`src/rtl/adder_arbiter.sv`:
```
// Round-robin front end for one shared registered nibble adder: grants one of two
// requesters, captures its operands, sequences the adder and returns the result.
module adder_arbiter #(
    parameter int W         = 4,
    parameter int FIRST_PRI = 0
) (
    input  logic         Clk,
    input  logic         Reset,
    input  logic         Req0,
    input  logic [W-1:0] A0,
    input  logic [W-1:0] B0,
    output logic         Gnt0,
    output logic         Done0,
    input  logic         Req1,
    input  logic [W-1:0] A1,
    input  logic [W-1:0] B1,
    output logic         Gnt1,
    output logic         Done1,
    output logic [W-1:0] Sum,
    output logic         Overflow,
    output logic [W-1:0] Add_A,
    output logic [W-1:0] Add_B,
    output logic         Add_En,
    input  logic [W-1:0] Add_Sum,
    input  logic         Add_Overflow
);

    typedef enum logic [1:0] {IDLE, ISSUE, RESP} state_t;

    localparam logic LAST_INIT = (FIRST_PRI == 0) ? 1'b1 : 1'b0;

    state_t state;
    logic   last;
    logic   sel;
    logic   winner;

    // A sole requester wins outright; on a tie the one not served last wins.
    always_comb begin
        winner = Req1 & (~Req0 | ~last);
    end

    always_ff @(posedge Clk) begin
        if (Reset) begin
            state    <= IDLE;
            last     <= LAST_INIT;
            sel      <= 1'b0;
            Gnt0     <= 1'b0;
            Gnt1     <= 1'b0;
            Done0    <= 1'b0;
            Done1    <= 1'b0;
            Add_En   <= 1'b0;
            Add_A    <= '0;
            Add_B    <= '0;
            Sum      <= '0;
            Overflow <= 1'b0;
        end else begin
            case (state)
                IDLE: begin
                    Done0 <= 1'b0;
                    Done1 <= 1'b0;
                    if (Req0 | Req1) begin
                        Gnt0   <= ~winner;
                        Gnt1   <= winner;
                        Add_A  <= winner ? A1 : A0;
                        Add_B  <= winner ? B1 : B0;
                        last   <= winner;
                        sel    <= winner;
                        Add_En <= 1'b1;
                        state  <= ISSUE;
                    end
                end
                ISSUE: begin
                    // The adder captures Add_A/Add_B on this edge.
                    Gnt0   <= 1'b0;
                    Gnt1   <= 1'b0;
                    Add_En <= 1'b0;
                    state  <= RESP;
                end
                RESP: begin
                    Sum      <= Add_Sum;
                    Overflow <= Add_Overflow;
                    Done0    <= ~sel;
                    Done1    <= sel;
                    state    <= IDLE;
                end
                default: begin
                    state <= IDLE;
                end
            endcase
        end
    end

endmodule

```
`config.mk`:
```
export PLATFORM = sky130hd
export DESIGN_NAME = adder_arbiter
export DESIGN_NICKNAME = d
export VERILOG_FILES = /design/src/rtl/adder_arbiter.sv
export SDC_FILE = /design/constraint.sdc
export NUM_CORES = 1
export LEC_CHECK = 0
export ABC_AREA = 1
export CORE_AREA = 3 3 51 53
export DETAILED_ROUTE_END_ITERATION = 8
export DIE_AREA = 0 0 54 56
export PLACE_DENSITY = 0.85
export SLEW_MARGIN = 20
export SYNTH_ARGS = -nofsm -noshare
export SYNTH_HDL_FRONTEND = slang
export SYNTH_SLANG_ARGS = --single-unit
```
`constraint.sdc`:
```
create_clock -name Clk -period 3.01 [get_ports Clk]
set_input_delay 0.602 -clock Clk [delete_from_list [all_inputs] [get_ports Clk]]
set_output_delay 0.602 -clock Clk [all_outputs]
set_load 0.01 [all_outputs]
```
# Word level (Yosys, flattened, before mapping)
# Index checks and enable logic that the tools add are counted.
# word_totals
romBits,0
memories,0
latch_bits,0
in_bits,25
ff_bits,22
wordCells,39
ram_bits,0
output_inout_bits,18
# op_classes
shift,0
n_mux,12
n_mul,0
n_lt_le_gt_ge,0
addsub,0
n_div,0
bitwise,7
eq_ne,3
n_reduce_logical,5
# ops
op,count
1-bit one-hot mux with 2 select lines,5
4-bit 2-to-1 mux,2
1-bit inverter,4
2-bit one-hot mux with 2 select lines,1
2-bit AND reduction,2
2-bit nonzero test,2
1-bit 2-to-1 mux,3
2-bit by 1-bit == test with 1-bit output (second input constant),1
2-bit == test (second input constant),1
2-bit logical NOT,1
2-bit 2-to-1 mux,1
2-bit != test (second input constant),1
1-bit OR,2
1-bit bitwise AND,1

# Logic depth before layout (Yosys ltp)
# Gate-level depths: netlist (run 1).
# depth
depth_word,6
ltp_mapped,6
mapped_depth_nobuf,6

# Least setup slack after synthesis (run 1)
# OpenSTA, ideal clock, no wires.
# synth_timing
path_kind,input-to-reg
start,input Reset
end,register state[0]
cell_stages,3
required_ps,2888
setup_time_ps,122
setup_slack_ps,1750
arrival_time_ps,1138
path_cell_list,clkbuf_1 -> buf_2 -> nor2_1
# synth_rtl
element,line,source
from (decl),8,"input logic Reset,"
to (signal assigned),44,state <= IDLE;
to (signal assigned),69,state <= ISSUE;
to (signal assigned),77,state <= RESP;
to (decl),32,state_t state;
# No word-level cell between the ends.

# Worst setup path in the final report (run 1)
# layout_timing
start,input Req1
end,register Add_B[1]
# layout_via
elab_chain_len,2
elab_cells_between_ends,4
# layout_lines
element,line,source
from (decl),14,"input logic Req1,"
1-bit bitwise AND or 1-bit OR (tied branches),"39, 61",
4-bit 2-to-1 mux or 2-bit AND reduction (tied branches),n/a,
to (signal assigned),65,Add_B <= winner ? B1 : B0;
to (decl),22,"output logic [W-1:0] Add_B,"
# Parallel ways exist; a longest one is shown, timed or not.
# A chain may end at the register's enable or synchronous reset.

==> results of run 1 <==
-- layer usage --
metal / GRT usage / vias to the layer above / wire length, µm
li1: - / 470 / -
met1: 0.226 / 411 / 971
met2: 0.270 / 24 / 1190
met3: 0.0509 / 4 / 109
met4: 0.0712 / 0 / 29
met5: 0 / - / 0
-- worst max-delay path by stage --
stage                     endpoint
after detailed placement  Add_B[1]
after global routing      Add_A[3]
after floorplan           state[0]
final                     Add_B[1]
after CTS                 Add_B[1]
after global placement    Add_A[3]
-- layout make-up --
cell class | count | area [µm²] | share of cell area
Multi-Input combinational cell | 89 | 452 | 0.318
Sequential cell | 22 | 440 | 0.310
Timing Repair Buffer | 43 | 428 | 0.301
Tap cell | 28 | 35.0 | 0.0246
Clock inverter | 1 | 30.0 | 0.0211
Clock buffer | 3 | 22.5 | 0.0158
Inverter | 4 | 15.0 | 0.0106
-- worst register-to-register path: stages (launching register included) --
cell and delay (ns):
dfxtp_1 0.40, nor2_2 0.20, o21ai_4 0.18, inv_2 0.20
nand2_1 0.07, a21oi_1 0.15
-- cells in the final DEF, fill, tap and decap left out --
cell type / Yosys / routed
o21ai_4: 1 / 1
nor2_2: 1 / 1
a21oi_2: 7 / 7
inv_1: 1 / 1
o21ai_0: 5 / 5
or2_1: 1 / 1
inv_2: 3 / 3
nand2_2: 8 / 8
nand2_4: 1 / 1
clkdlybuf4s50_1: 0 / 42
clkbuf_4: 0 / 3
dfxtp_1: 22 / 22
nor2_1: 12 / 12
nor2_4: 1 / 1
nand2_1: 33 / 33
nand3_1: 12 / 12
a21oi_1: 7 / 7
buf_4: 0 / 1
bufinv_16: 0 / 1
-- flip-flops by register name, indices dropped and copies added (netlist names) --
register  cells
Add_A         4
Add_B         4
Sum           4
state         2
Add_En        1
Done0         1
Done1         1
Gnt0          1
Gnt1          1
Overflow      1
last          1
sel           1
-- metrics by stage --
stage | power [mW] | instance area [µm²] | cells | hold WS (ns) | setup WS (ns)
after CTS | 0.721 | 1420 | 190 | 0.471 | 1.07
after global routing | 0.756 | 1420 | 190 | 0.488 | 0.904
after detailed placement | 0.497 | 1370 | 186 | 0.453 | 0.742
after floorplan | 0.421 | 941 | 119 | 0.448 | 1.75
after global placement | 0.493 | 1370 | 186 | 0.444 | 0.804
final | 0.718 | 1420 | 190 | 0.471 | 1.05
-- cells by family after synthesis --
group | Yosys count
AND/OR/NAND/NOR | 69
flip-flops | 22
AO/OA/AOI/OAI | 20
buffers and inverters | 8
-- power groups by stage --
stage	logic (mW)	clock network, mW	registers, mW
3_5_place_dp	0.161	0	0.336
5_1_grt	0.178	0.245	0.333
6_report	0.161	0.227	0.330
2_1_floorplan	0.0781	0	0.343
4_1_cts	0.162	0.229	0.330
3_3_place_gp	0.157	0	0.336
==> qor.log, run 1 <==
INFO  timing         final.min_clock_period=1.96ns
INFO  clocking       hold_buffers=0
INFO  logic_synthesis synth.most_common_cell=nand2_1
INFO  critical_path  crit_path_top_delay_cell=clkdlybuf4s50_1
INFO  route          ant_nets=0
INFO  power          internal-power=533µW
INFO  logic_synthesis syn_inst=119
INFO  finish         final_util=0.649
INFO  floorplanning  placementRows=17
INFO  power          power.ir.vdd_worst=0.405mV
INFO  timing         timing_max_transition_violations_final=0
INFO  critical_path  setup.worst_path.end_class=flip-flop
INFO  critical_path  critical_path_required=3.22ns
INFO  timing         maxClockFrequency=511MHz
INFO  power          share_clk_of_total_power=0.316
INFO  logic_synthesis yosys_top_cell_area_share=0.468
INFO  timing         slew-limit-headroom=0.659
INFO  run_status     status=completed
INFO  logic_synthesis synthArstFlopShare=0
INFO  floorplanning  top_level_ports=43
INFO  place          place.port_buffers=42
INFO  clocking       post_cts_buffers=0
INFO  timing         tightestPinTransition=0.510ns
INFO  floorplanning  start_util=0.429
INFO  place          dp.final_hpwl=1840µm
INFO  power          share_seq_of_total_power=0.459
INFO  critical_path  timing.rr.end=Add_A[3]
INFO  logic_synthesis synth_area=941µm²
INFO  floorplanning  die-height=56µm
INFO  place          routabilityCongestion=0.786
INFO  logic_synthesis synth.cells.most_frequent=33 x nand2_1, 22 x dfxtp_1, 12 x nand3_1, 12 x nor2_1, 8 x nand2_2
INFO  critical_path  cp-start-kind=primary input
INFO  finish         design.final.nets=188
INFO  route          post_dr_wirelength_cell=12.1µm
INFO  global_routing grt.overflow.total=0
INFO  power          power_density=505mW/mm²
INFO  logic_synthesis synthesized_area_fraction_occupied_by_ao_oa_aoi_and_oai_cells=0.146
INFO  logic_synthesis share_of_the_synthesized_netlist_area_taken_by_xor_and_xnor_gates=0
INFO  logic_synthesis synth-simple-area-share=0.334
INFO  critical_path  ws_path_type=primary input to flip-flop
INFO  clocking       post_cts.resized_instances=0
INFO  logic_synthesis synth_adder_area_share=0
INFO  timing         final-hold-violation-count=0
INFO  clocking       clk_pin_slew_worst_paths=0.13ns
INFO  logic_synthesis main_combinational_cell_family_by_area_after_synthesis=simple AND/OR/NAND/NOR gates
INFO  global_routing grt_util_all_layers=0.176
INFO  clocking       ctsHtreeMaxLevel=1
INFO  critical_path  path_max_fanout=15
INFO  timing         skew=0.00897ns
INFO  logic_synthesis syn-num-nets=144
INFO  hold_path      min_to=Done0
INFO  critical_path  worst_setup_path_startpoint=Req1
INFO  critical_path  cp_data_arrival_time=2.17ns
INFO  route          drc_markers=0
INFO  power          swShare=0.258
INFO  finish         post_route_cells_drive_above_1_share=0.167
INFO  route          detailed_routing_iteration_count_for_the_pre_antenna_repair_pass=4
INFO  hold_path      hold_path_class=flip-flop to flip-flop
INFO  floorplanning  die_w=54µm
INFO  floorplanning  dieArea=0.00302mm²
INFO  logic_synthesis yosysTopAreaCell=dfxtp_1
INFO  critical_path  critical_path_buf_inv_count=2
INFO  hold_path      worstHoldStart=Done0
INFO  critical_path  timing.rr.start=state[0]
INFO  finish         area_delta_synth_final=51.2%
INFO  timing         tns=0ns
INFO  logic_synthesis ys_seq_area_frac=0.468
INFO  critical_path  critPathMaxStageDelay=0.67ns
INFO  timing         rsz0062_at_grt=false
INFO  critical_path  critPathTopFamily=buffers and inverters
INFO  logic_synthesis synth_seq_cells=22
INFO  clocking       clock_insertion_delay_worst_skew=0.31ns
INFO  power          power_frac_comb=0.224
INFO  global_routing wire_length_of_the_first_global_routing_pass=3980µm
INFO  critical_path  timing.critical_path.cells=clkdlybuf4s50_1 > o21ai_4 > inv_2 > nand2_1 > a21oi_2
INFO  critical_path  reg2regPathDepth=5
INFO  logic_synthesis synthesis.yosys.warnings=0
INFO  route          via_count=909
INFO  hold_path      hold_depth=2
INFO  finish         n_fill_cell=178
INFO  logic_synthesis post_synth_mux_area_share=0
INFO  global_routing antenna_found_initial=0
INFO  timing         post-route-period-util=0.650
INFO  clocking       root_buffer=clkbuf_4
INFO  critical_path  setup.reg_to_reg.worst_slack=1.73ns
INFO  critical_path  crit_cells=5
INFO  route          vias_per_cell=4.78
INFO  route          wirelength=2300µm
INFO  logic_synthesis netlist_top_cells_area=dfxtp_1 47%, nand2_1 13%, a21oi_2 6.5%
INFO  global_routing grt_max_degree=18
INFO  finish         antennaDiodeCount=0
INFO  logic_synthesis synth-edff-count=0
INFO  logic_synthesis yosys.cell_types.count=18
INFO  logic_synthesis syn_area_per_cell=7.91µm²
INFO  clocking       cts_made_buffers=3
INFO  timing         timing.final.setup_violations=0
INFO  global_routing first_global_vias=886
INFO  clocking       tritoncts=yes
INFO  power          netSwitchingPower=185µW
INFO  job            drv.max_cap_violation_count=0
INFO  clocking       clk_path_buf_depth=2
INFO  floorplanning  fp.coreArea=0.00219mm²
INFO  logic_synthesis synth_flop_cell=dfxtp_1
INFO  clocking       cts.sinks=22
INFO  power          cellLeakagePower=0.571nW
INFO  route          drt_iter0_markers=28
Note: power is estimated with default switching activity, not from simulation.
==> run 2: changes to the inputs <==
--- a/config.mk
+++ b/config.mk
@@ -6,10 +6,10 @@
 export NUM_CORES = 1
 export LEC_CHECK = 0
 export ABC_AREA = 1
-export CORE_AREA = 3 3 51 53
+export CORE_AREA = 3 3 56 58
 export DETAILED_ROUTE_END_ITERATION = 8
-export DIE_AREA = 0 0 54 56
-export PLACE_DENSITY = 0.85
+export DIE_AREA = 0 0 59 61
+export PLACE_DENSITY = 0.75
 export SLEW_MARGIN = 20
 export SYNTH_ARGS = -nofsm -noshare
 export SYNTH_HDL_FRONTEND = slang
==> constraint.sdc (replaced) <==
create_clock -name Clk -period 1.7 [get_ports Clk]
set_input_delay 0.34 -clock Clk [delete_from_list [all_inputs] [get_ports Clk]]
set_output_delay 0.34 -clock Clk [all_outputs]
set_load 0.01 [all_outputs]
==> qor.log, run 2 (same netlist as run 1, synthesis figures left out) <==
INFO  run_status     status=completed
INFO  power          internal-power=796µW
INFO  floorplanning  die_w=59µm
INFO  clocking       cts.sinks=22
INFO  floorplanning  dieArea=0.00360mm²
INFO  finish         sequential_cell_area=440µm²
INFO  power          swShare=0.275
INFO  floorplanning  fp.coreArea=0.00271mm²
INFO  clocking       clock_insertion_delay_worst_skew=0.29ns
INFO  critical_path  cp-start-kind=flip-flop
INFO  hold_path      hold_path_class=flip-flop to flip-flop
INFO  finish         mostFrequentLayoutCells=42 x clkdlybuf4s50_1, 33 x nand2_1, 22 x dfxtp_1
INFO  timing         final.min_clock_period=1.58ns
INFO  power          power_density=773mW/mm²
INFO  finish         antennaDiodeCount=0
INFO  floorplanning  die-height=61µm
INFO  route          post_dr_wirelength_cell=11.2µm
INFO  timing         tightestPinTransition=0.296ns
INFO  power          power_frac_comb=0.267
INFO  route          via_count=924
INFO  global_routing grt_max_degree=17
INFO  critical_path  reg2regPathDepth=5
INFO  global_routing grt.overflow.total=0
INFO  route          wirelength=2190µm
INFO  critical_path  worst_setup_path_startpoint=Add_B[1]
INFO  timing         tns=0ns
INFO  critical_path  cp-endpoint=Add_B[1]
INFO  floorplanning  placementRows=19
INFO  critical_path  setup.reg_to_reg.worst_slack=0.53ns
INFO  clocking       clk_path_buf_depth=2
INFO  clocking       clk_pin_slew_worst_paths=0.11ns
INFO  global_routing wire_length_of_the_first_global_routing_pass=3830µm
INFO  route          detailed_routing_iteration_count_for_the_pre_antenna_repair_pass=4
INFO  critical_path  timing.rr.start=state[0]
INFO  clocking       post_cts.resized_instances=0
INFO  power          cellLeakagePower=0.572nW
INFO  critical_path  setup.worst_path.end_class=primary output
INFO  finish         post_route_cells_drive_above_1_share=0.177
INFO  power          netSwitchingPower=302µW
INFO  clocking       cts_made_buffers=3
INFO  place          place.port_buffers=42
INFO  finish         final_util=0.524
INFO  critical_path  path_max_fanout=2
INFO  floorplanning  top_level_ports=43
INFO  place          routabilityCongestion=0.747
INFO  global_routing grt_util_all_layers=0.139
INFO  route          vias_per_cell=4.74
INFO  job            drv.max_cap_violation_count=0
INFO  timing         timing.final.setup_violations=0
INFO  power          share_clk_of_total_power=0.201
INFO  finish         n_fill_cell=268
INFO  critical_path  critical_path_buf_inv_count=1
INFO  clocking       tritoncts=yes
INFO  global_routing antenna_found_initial=0
INFO  global_routing first_global_vias=892
INFO  finish         area_delta_synth_final=50.8%
INFO  timing         rsz0062_at_grt=false
INFO  timing         maxClockFrequency=633MHz
INFO  timing         post-route-period-util=0.929
INFO  critical_path  critical_path_required=1.36ns
INFO  finish         design.final.nets=191
INFO  timing         final-hold-violation-count=0
INFO  clocking       post_cts_buffers=0
INFO  critical_path  ws_path_type=flip-flop to primary output
INFO  timing         timing_max_transition_violations_final=0
INFO  timing         skew=0.00437ns
INFO  route          drc_markers=0
INFO  critical_path  crit_path_top_delay_cell=clkdlybuf4s50_1
INFO  timing         slew-limit-headroom=0.802
INFO  finish         multi_input_area=452µm²
INFO  clocking       ctsHtreeMaxLevel=1
INFO  power          share_seq_of_total_power=0.533
INFO  critical_path  crit_cells=1
INFO  route          ant_nets=0
INFO  finish         layout.cells.most_common=clkdlybuf4s50_1
INFO  critical_path  timing.rr.end=Gnt0
INFO  clocking       root_buffer=clkbuf_4
INFO  critical_path  critPathMaxStageDelay=0.56ns
INFO  critical_path  critPathTopFamily=buffers and inverters
INFO  power          power.ir.vdd_worst=0.381mV
INFO  finish         reg_top3=Add_A: 4 flops, Add_B: 4 flops, Sum: 4 flops
INFO  clocking       hold_buffers=0
INFO  place          dp.final_hpwl=1820µm
INFO  route          drt_iter0_markers=20
INFO  critical_path  cp_data_arrival_time=1.24ns
INFO  floorplanning  start_util=0.347
INFO  critical_path  timing.critical_path.cells=clkdlybuf4s50_1
## run 2: cell count changes in the layout (fill, tap and decap cells not counted), sizes merged
cell | previous run | this run
buf | 1 | 4
bufinv | 1 | 0
## run 2: worst min-delay path, cell delays in order (launching register included)
cell and delay (ns):
dfxtp_1 0.32, nand2_1 0.06, a21oi_1 0.05
## run 2: routing by layer
| layer | wire [µm] | global-route usage | up-vias | part of all wire |
|---|---|---|---|---|
| li1 | - | - | 479 | - |
| met1 | 883 | 0.163 | 411 | 0.40 |
| met2 | 1110 | 0.246 | 32 | 0.51 |
| met3 | 182 | 0.0340 | 2 | 0.083 |
| met4 | 10 | 0.0485 | 0 | 0.0046 |
| met5 | 0 | 0 | - | 0 |
## run 2: per-stage QoR
stage                     power, mW  instances  worst slack [ns]  instance area, µm²  hold slack [ns]
after floorplan               0.745        119             0.702                 941            0.448
after global routing           1.17        195            0.0456                1420            0.495
after detailed placement      0.890        192             0.107                1400            0.457
after CTS                      1.11        195             0.100                1420            0.472
after global placement        0.883        192             0.140                1400            0.448
final                          1.10        195             0.121                1420            0.469
## run 2: worst min path at each step
stage | start | endpoint | slack (ns) | depth (start not counted)
global route | Done0 | Done0 | 0.49 | 2
detailed placement | Add_A[3] | Add_A[3] | 0.46 | 2
CTS | Add_A[3] | Add_A[3] | 0.47 | 2
floorplan | last | last | 0.45 | 2
global placement | Done1 | Done1 | 0.45 | 2
finish | Add_A[3] | Add_A[3] | 0.47 | 2
## run 2: area by class of cell
type	instances	share of cell area
clock buffers	3	0.0159
inverters	4	0.0106
multi-input cells	89	0.318
flip-flops and latches	22	0.310
well taps	31	0.0273
repair buffers	46	0.317
## run 2: power by group through the flow
stage / clock network [mW] / registers, mW / logic, mW
2_1_floorplan: 0 / 0.607 / 0.138
3_5_place_dp: 0 / 0.596 / 0.295
3_3_place_gp: 0 / 0.596 / 0.288
4_1_cts: 0.227 / 0.585 / 0.295
6_report: 0.220 / 0.585 / 0.292
5_1_grt: 0.257 / 0.591 / 0.322
==> run 3: changes to the inputs <==
==> constraint.sdc (replaced) <==
create_clock -name Clk -period 1.4 [get_ports Clk]
set_input_delay 0.28 -clock Clk [delete_from_list [all_inputs] [get_ports Clk]]
set_output_delay 0.28 -clock Clk [all_outputs]
set_load 0.01 [all_outputs]
==> qor.log, run 3 (same netlist as run 1, synthesis figures left out) <==
INFO  global_routing first_global_vias=971
INFO  route          wirelength=2300µm
INFO  clocking       clk_path_buf_depth=2
INFO  critical_path  cp-start-kind=flip-flop
INFO  finish         design.final.nets=194
INFO  route          detailed_routing_iteration_count_for_the_pre_antenna_repair_pass=4
INFO  floorplanning  top_level_ports=43
INFO  power          power.ir.vdd_worst=0.510mV
INFO  finish         sequential_cell_area=440µm²
INFO  hold_path      hold_depth=2
INFO  critical_path  critical_path_required=1.12ns
INFO  floorplanning  die-height=61µm
INFO  timing         timing.final.setup_violations=0
INFO  floorplanning  start_util=0.347
INFO  place          dp.final_hpwl=1840µm
INFO  power          cellLeakagePower=0.670nW
INFO  place          routabilityCongestion=0.757
INFO  finish         multi_input_area=452µm²
INFO  floorplanning  die_w=59µm
INFO  clocking       cts.sinks=22
INFO  clocking       cts_made_buffers=3
INFO  floorplanning  dieArea=0.00360mm²
INFO  timing         rsz0062_at_grt=false
INFO  clocking       tritoncts=yes
INFO  route          post_dr_wirelength_cell=11.6µm
INFO  floorplanning  fp.coreArea=0.00271mm²
INFO  critical_path  crit_path_top_delay_cell=dfxtp_1
INFO  critical_path  setup.worst_path.end_class=primary output
INFO  global_routing grt.overflow.total=0
INFO  critical_path  timing.rr.end=Gnt0
INFO  global_routing grt_util_all_layers=0.146
INFO  timing         tightestPinTransition=0.274ns
INFO  timing         final-hold-violation-count=0
INFO  hold_path      worstHoldStart=Add_A[3]
INFO  clocking       clock_insertion_delay_worst_skew=0.30ns
INFO  finish         area_delta_synth_final=53.6%
INFO  critical_path  critical_path_buf_inv_count=1
INFO  clocking       clk_pin_slew_worst_paths=0.12ns
INFO  critical_path  cp_data_arrival_time=0.97ns
INFO  critical_path  setup.reg_to_reg.worst_slack=0.21ns
INFO  timing         slew-limit-headroom=0.817
INFO  timing         timing_max_transition_violations_final=0
INFO  timing         maxClockFrequency=801MHz
INFO  timing         skew=0.00171ns
INFO  route          vias_per_cell=4.78
INFO  clocking       ctsHtreeMaxLevel=1
INFO  critical_path  timing.critical_path.cells=dlygate4sd2_1
INFO  run_status     status=completed
INFO  critical_path  reg2regPathDepth=5
INFO  critical_path  path_max_fanout=2
INFO  finish         final_util=0.533
INFO  route          ant_nets=0
INFO  power          power_density=971mW/mm²
INFO  route          drt_iter0_markers=14
INFO  critical_path  ws_path_type=flip-flop to primary output
INFO  timing         post-route-period-util=0.892
INFO  timing         tns=0ns
INFO  route          via_count=952
INFO  finish         mostFrequentLayoutCells=33 x nand2_1, 24 x clkdlybuf4s50_1, 22 x dfxtp_1
INFO  job            drv.max_cap_violation_count=0
INFO  hold_path      hold_path_class=flip-flop to flip-flop
INFO  place          place.port_buffers=42
INFO  route          drc_markers=0
INFO  global_routing grt_max_degree=17
INFO  critical_path  critPathTopFamily=flip-flops
INFO  critical_path  timing.rr.start=state[0]
INFO  clocking       root_buffer=clkbuf_4
INFO  finish         n_fill_cell=271
INFO  critical_path  crit_cells=1
INFO  finish         reg_top3=Add_A: 4 flops, Add_B: 4 flops, Sum: 4 flops
INFO  finish         post_route_cells_drive_above_1_share=0.196
INFO  critical_path  critPathMaxStageDelay=0.37ns
INFO  hold_path      min_to=Add_A[3]
INFO  timing         final.min_clock_period=1.25ns
INFO  finish         layout.cells.most_common=nand2_1
INFO  global_routing antenna_found_initial=0
INFO  global_routing wire_length_of_the_first_global_routing_pass=4020µm
INFO  floorplanning  placementRows=19
INFO  finish         antennaDiodeCount=0
run 3: cell count changes in the layout (fill, tap and decap cells not counted), sizes merged:
| cell | delta |
|---|---|
| clkdlybuf4s50 | -18 |
| buf | +3 |
| dlygate4sd2 | +18 |
| clkbuf | +1 |
run 3: where the power goes:
group,total (mW),leakage [nW],switching (mW),internal [mW]
Clock,0.346,0.0210,0.187,0.159
Combinational,0.350,0.469,0.171,0.178
Sequential,0.707,0.181,0.0320,0.675
run 3: worst max path at each step:
| stage | startpoint | end | slack [ns] |
|---|---|---|---|
| 2_1_floorplan | state[0] | Add_A[0] | 0.41 |
| 3_3_place_gp | Req0 | Add_A[0] | -0.09 |
| 3_5_place_dp | Req0 | Add_B[0] | -0.12 |
| 4_1_cts | Add_A[1] | Add_A[1] | 0.13 |
| 5_1_grt | Add_A[1] | Add_A[1] | 0.07 |
| 6_report | Add_A[1] | Add_A[1] | 0.15 |
run 3: repair_timing:
| item | CTS | global route |
|---|---|---|
| buffers inserted | 0 | 0 |
| gates resized for setup | 18 | 0 |
| setup endpoints to repair | 18 | 0 |
| hold buffers | 0 | 0 |
run 3: final cells by class:
| cell class | count | area share |
|---|---|---|
| clock buffer | 4 | 0.0251 |
| timing repair buffer | 49 | 0.320 |
| sequential | 22 | 0.305 |
| multi-input combinational | 89 | 0.313 |
| inverter | 4 | 0.0104 |
| tap | 31 | 0.0268 |
run 3: through the flow:
stage / power, mW / worst slack, ns / cell area [µm²] / hold slack (ns) / std cells
after CTS: 1.42 / 0.129 / 1450 / 0.470 / 199
after floorplan: 0.905 / 0.411 / 941 / 0.415 / 119
after global placement: 1.09 / -0.0890 / 1430 / 0.447 / 195
final: 1.40 / 0.152 / 1450 / 0.467 / 199
after detailed placement: 1.10 / -0.117 / 1430 / 0.454 / 195
after global routing: 1.48 / 0.0710 / 1450 / 0.499 / 199
run 3: layer usage:
metal | part of all wire | wire [µm] | GRT usage
met4 | 0.010 | 23 | 0.0647
met1 | 0.42 | 967 | 0.172
met3 | 0.074 | 170 | 0.0383
met5 | 0 | 0 | 0
met2 | 0.50 | 1140 | 0.249
